**config.mk**
```make
export PLATFORM = sky130hd
export DESIGN_NAME = mealy_stream_ctrl
export DESIGN_NICKNAME = d
export VERILOG_FILES = /design/src/rtl/mealy_pkg.sv /design/src/rtl/mealy_out_dec.sv /design/src/rtl/mealy_stream_ctrl.sv
export SDC_FILE = /design/constraint.sdc
export NUM_CORES = 1
export LEC_CHECK = 0
export CAP_MARGIN = 20
export CORE_MARGIN = 1.5
export CORE_UTILIZATION = 45
export CTS_CLUSTER_SIZE = 40
export DETAILED_ROUTE_END_ITERATION = 7
export GPL_TIMING_DRIVEN = 1
export PLACE_DENSITY = 0.75
export SKIP_LAST_GASP = 1
export SLEW_MARGIN = 20
export SYNTH_ARGS = -nofsm -noshare
export SYNTH_HDL_FRONTEND = slang
export SYNTH_HIERARCHICAL = 1
export SYNTH_SLANG_ARGS = --single-unit
```
**constraint.sdc**
```tcl
create_clock -name clk -period 2.55 [get_ports clk]
set_clock_uncertainty 0.2 [all_clocks]
set_input_delay 0.255 -clock clk [delete_from_list [all_inputs] [get_ports clk]]
set_output_delay 0.255 -clock clk [all_outputs]
set_load 0.05 [all_outputs]
```
**src/rtl/mealy_pkg.sv**
```systemverilog
// Shared types and next-state table for the 4-state Mealy serialiser.
// Combinational helpers only; no latency.
// Backpressure: not applicable.
package mealy_pkg;

    typedef enum logic [1:0] {
        SA = 2'd0,
        SB = 2'd1,
        SC = 2'd2,
        SD = 2'd3
    } mstate_t;

    typedef enum logic [1:0] {
        IDLE = 2'd0,
        RUN  = 2'd1,
        DONE = 2'd2
    } ctrl_t;

    localparam logic [2:0] SYM_IDLE = 3'b000;

    function automatic mstate_t mealy_next(input mstate_t s, input logic b);
        mstate_t n;
        case (s)
            SA:      n = b ? SC : SB;
            SB:      n = b ? SD : SC;
            SC:      n = b ? SD : SA;
            SD:      n = SA;
            default: n = SA;
        endcase
        return n;
    endfunction

endpackage

```
**src/rtl/mealy_out_dec.sv**
```systemverilog
// Mealy output decoder: (state, bit) -> 3-bit symbol.
// Purely combinational, zero latency.
// Backpressure: none; output follows inputs.
module mealy_out_dec
    import mealy_pkg::*;
(
    input  mstate_t    state,
    input  logic       data_bit,
    output logic [2:0] sym
);

    always_comb begin
        sym = SYM_IDLE;
        case (state)
            SA:      sym = data_bit ? 3'b101 : 3'b111;
            SB:      sym = data_bit ? 3'b011 : 3'b001;
            SC:      sym = data_bit ? 3'b100 : 3'b000;
            SD:      sym = 3'b110;
            default: sym = SYM_IDLE;
        endcase
    end

endmodule

```
**src/rtl/mealy_stream_ctrl.sv**
```systemverilog
// Serialises W-bit words LSB first through a Mealy machine, one symbol per handshake.
// Latency: first symbol one cycle after accept; done one cycle after the last symbol.
// Backpressure: out_ready low freezes symbol, Mealy state and bit index.
module mealy_stream_ctrl
    import mealy_pkg::*;
#(
    parameter  int W  = 8,
    localparam int IW = (W > 1) ? $clog2(W) : 1,
    localparam int SW = $clog2(W + 1)
) (
    input  logic          clk,
    input  logic          rst_n,
    input  logic          clear,
    input  logic          in_valid,
    output logic          in_ready,
    input  logic [W-1:0]  in_word,
    output logic          out_valid,
    input  logic          out_ready,
    output logic [2:0]    out_sym,
    output logic          done,
    output logic [SW-1:0] sd_hits,
    output logic [1:0]    mstate
);

    ctrl_t         ctrl_q,   ctrl_d;
    mstate_t       mstate_q, mstate_d;
    logic [IW-1:0] idx_q,    idx_d;
    logic [W-1:0]  word_q,   word_d;
    logic [SW-1:0] sd_q,     sd_d;

    logic       accept;
    logic       hs;
    logic       last_bit;
    logic       cur_bit;
    logic [2:0] dec_sym;

    assign in_ready  = (ctrl_q == IDLE) && !clear;
    assign accept    = in_valid && in_ready;
    assign out_valid = (ctrl_q == RUN);
    assign hs        = out_valid && out_ready;
    assign last_bit  = (idx_q == IW'(W - 1));
    assign cur_bit   = word_q[idx_q];

    mealy_out_dec u_dec (
        .state    (mstate_q),
        .data_bit (cur_bit),
        .sym      (dec_sym)
    );

    assign out_sym = out_valid ? dec_sym : SYM_IDLE;
    assign done    = (ctrl_q == DONE);
    assign sd_hits = sd_q;
    assign mstate  = mstate_q;

    always_comb begin
        ctrl_d   = ctrl_q;
        mstate_d = mstate_q;
        idx_d    = idx_q;
        word_d   = word_q;
        sd_d     = sd_q;

        // clear outranks any handshake; sd_hits is deliberately left intact
        if (clear) begin
            ctrl_d   = IDLE;
            mstate_d = SA;
            idx_d    = '0;
        end else begin
            case (ctrl_q)
                IDLE: begin
                    if (accept) begin
                        word_d = in_word;
                        idx_d  = '0;
                        sd_d   = '0;
                        ctrl_d = RUN;
                    end
                end
                RUN: begin
                    if (hs) begin
                        mstate_d = mealy_next(mstate_q, cur_bit);
                        if ((mstate_q == SD) && (sd_q != SW'(W)))
                            sd_d = sd_q + SW'(1);
                        if (last_bit) begin
                            idx_d  = '0;
                            ctrl_d = DONE;
                        end else begin
                            idx_d = idx_q + IW'(1);
                        end
                    end
                end
                DONE: begin
                    idx_d  = '0;
                    ctrl_d = IDLE;
                end
                default: begin
                    idx_d  = '0;
                    ctrl_d = IDLE;
                end
            endcase
        end
    end

    always_ff @(posedge clk or negedge rst_n) begin
        if (!rst_n) begin
            ctrl_q   <= IDLE;
            mstate_q <= SA;
            idx_q    <= '0;
            word_q   <= '0;
            sd_q     <= '0;
        end else begin
            ctrl_q   <= ctrl_d;
            mstate_q <= mstate_d;
            idx_q    <= idx_d;
            word_q   <= word_d;
            sd_q     <= sd_d;
        end
    end

endmodule

```
==> impl_metrics.env, run 1 <==
export IMPL_cp_start_kind="flip-flop"
export IMPL_synth_ff_type="dfrtp_1"
export IMPL_cp_cell_sequence="mux4_2 -> mux2_4 -> nor2_4 -> xor2_1 -> and2_4 -> buf_12"
export IMPL_setup_viol_count_final=0
export IMPL_core_area_sq_mm=0.002191
export IMPL_drv_cap=0
export IMPL_start_util=0.4706
export IMPL_vias=841
export IMPL_routedWlPerCell_um=13.75
export IMPL_multi_input_area_sq_um=533.0
export IMPL_dp_slack_ns=0.2280
export IMPL_cts_buffers_inserted=3
export IMPL_pin_count=25
export IMPL_syn_nets=109
export IMPL_dr_pass1_iters=4
export IMPL_final_max_slew_violation_count=0
export IMPL_grtUsageTotal=0.1927
export IMPL_required_ns=2.10
export IMPL_netlist_area_leader_share=0.4612
export IMPL_peakVddDrop_v=0.0003670
export IMPL_grt_pass1_vias=825
export IMPL_clock_path_buffers=2
export IMPL_insertion_delay_ns=0.29
export IMPL_cp_slowest_cell="mux4_2"
export IMPL_worst_slack_ns=0.07181
export IMPL_die_w_um=50.87
export IMPL_path_clk_slew_ns=0.11
export IMPL_routabilityCongestion=0.7855
export IMPL_crit_family="multiplexers"
export IMPL_hold_class="in2async"
export IMPL_hold_viol=0
export IMPL_place_hpwl_um=1563
export IMPL_max_freq_mhz=403.5
export IMPL_whs_ns=0.07968
export IMPL_yosys_area_top_type="dfrtp_1"
export IMPL_ys_ff_latch=19
export IMPL_setup_tns_ns=0
export IMPL_grt_setup_unrepaired="yes"
export IMPL_cp_max_fo=5
export IMPL_path_class="reg2out"
export IMPL_clockRootBuffer="clkbuf_4"
export IMPL_drcViolationCount=0
export IMPL_final_nets=141
export IMPL_n_fill_cell=183
export IMPL_ant_nets=0
export IMPL_grt_first_pass_wirelength_um=3636
export IMPL_crit_buf_inv=1
export IMPL_synth_area_sq_mm=0.001031
export IMPL_antenna_found_initial=0
export IMPL_yosys_warnings=6
export IMPL_seqCellArea_sq_um=476.7
export IMPL_cellPowerDensity_mw_per_mm2=504.7
export IMPL_min_period_ns=2.478
export IMPL_drt_iter0_drc=15
export IMPL_grt_overflow_total=0
export IMPL_row_count=17
export IMPL_place_inst=144
export IMPL_die_area_sq_mm=0.002587
export IMPL_synth_common_cells="19 x dfrtp_1, 9 x nor2_1, 8 x mux2_2"
export IMPL_cts_tree="built"
export IMPL_ys_top_cells_by_area="dfrtp_1 46%, mux2_2 8.7%, mux4_1 5.1%"
export IMPL_status="completed"
export IMPL_synth_yosys_seq_area_share=0.4612
export IMPL_postCtsHoldBufs=0
export IMPL_cts_max_level=1
export IMPL_fin_cells=151
export IMPL_syn_inst=92
export IMPL_cp_end_kind="output port"
export IMPL_crit_path_max_incr_delay_ns=0.49
export IMPL_drive_gt1_frac=0.2358
export IMPL_synthMostInstantiatedCell="dfrtp_1"
export IMPL_syn_to_final_growth_pct=34.83
export IMPL_synth_async_reset_ratio=1.000
export IMPL_grt_max_degree=20
export IMPL_io_buffers=24
export IMPL_relSlewSlack=0.6637
export IMPL_drt_wl_total_um=2077
export IMPL_synth_edf_count=0
export IMPL_yosysUniqueCellTypes=30
export IMPL_viasPerCell=5.570
export IMPL_leakagePower_nw=0.6030
export IMPL_num_antenna_cells=0
export IMPL_cp_arrival_ns=2.02
export IMPL_die_y_um=50.87
export IMPL_period_share=0.9718
export IMPL_synth_area_per_cell_sq_um=11.21
export IMPL_finish_utilization=0.6345
export IMPL_cts_sinks=19
export IMPL_tightestPinTransition_ns=0.5028
## cell families after synthesis
kind of cell | after synthesis | synth area share
AO/OA/AOI/OAI | 20 | 0.1274
XOR/XNOR | 1 | 0.008497
adder cells (fa/ha/maj) | 4 | 0.04855
buffers and inverters | 6 | 0.02913
flip-flops | 19 | 0.4612
multiplexers | 12 | 0.1626
AND/OR/NAND/NOR | 30 | 0.1626
## final timing paths
| path | start | to | slack [ns] | cells past startpoint |
|---|---|---|---|---|
| max | idx_q[0] | out_sym[1] | 0.07 | 6 |
| min | rst_n | mstate[1] | 0.08 | 2 |
| max reg2reg | idx_q[0] | mstate[0] | 0.42 | 4 |
| min reg2reg | word_q[3] | word_q[3] | 0.32 | 1 |
| max in group asynchronous | rst_n | idx_q[0] | 1.85 | 2 |
| min in group clk | word_q[3] | word_q[3] | 0.32 | 1 |
## metal layers
layer  global-route usage  routed length, um  vias to the layer above
met2               0.3355               1028                       25
li1                     -                  -                      398
met3              0.04094                 82                        4
met4              0.09459                 37                        0
met1               0.2246                928                      414
met5                    0                  0                        -
## through the flow
| step | cell area, sq um | total power [mW] |
|---|---|---|
| after global placement | 1328 | 0.5386 |
| after floorplan | 1031 | 0.4690 |
| after global routing | 1390 | 0.7468 |
| after CTS | 1376 | 0.7065 |
| after detailed placement | 1328 | 0.5465 |
| final | 1390 | 0.7016 |
## worst register-to-register path, stage by stage, from the launching register on
cell     delay (ns)
dfrtp_2        0.41
mux4_2         0.49
mux2_4         0.32
or4_1          0.47
a31oi_1        0.17
## flip-flops by register name (all words and copies together) (netlist names)
register  flops
sd_hits       4
mstate        2
ctrl_q        2
word_q        8
idx_q         3
## area by class of cell
class | count | area share
flip-flops and latches | 19 | 0.3429
multi-input cells | 67 | 0.3834
clock buffers | 3 | 0.01620
clock inverters | 1 | 0.003600
repair buffers | 30 | 0.2205
well taps | 28 | 0.02520
inverters | 3 | 0.008101
## where the power goes
part | total, mW | internal [mW] | switching [mW]
registers | 0.356 | 0.331 | 0.0257
logic | 0.197 | 0.103 | 0.0940
clock network | 0.149 | 0.0583 | 0.0902
## cells in the final DEF, fill, tap and decap left out, types with 3 or more instances in the layout
cell type / n
nor2b_1: 3
buf_4: 6
ha_1: 4
nor2_1: 8
a31oi_1: 3
clkbuf_4: 3
nand2_1: 4
dfrtp_1: 18
mux2_2: 8
inv_1: 3
o21ai_0: 6
clkdlybuf4s50_1: 21
and2_1: 3
a21oi_1: 3
a32oi_1: 3
## timing repair
item                                    CTS  global route
buffers inserted                          2             1
pin swaps                                 0             0
resized for setup                         6             2
endpoints found under the setup margin    2             2
Power figures use the tool's default switching activity.
==> run 2: changes to the inputs <==
- SLEW_MARGIN: 20 -> 5
==> results of run 2 <==
The final DEF is identical to that of run 1; final timing and power are the same.
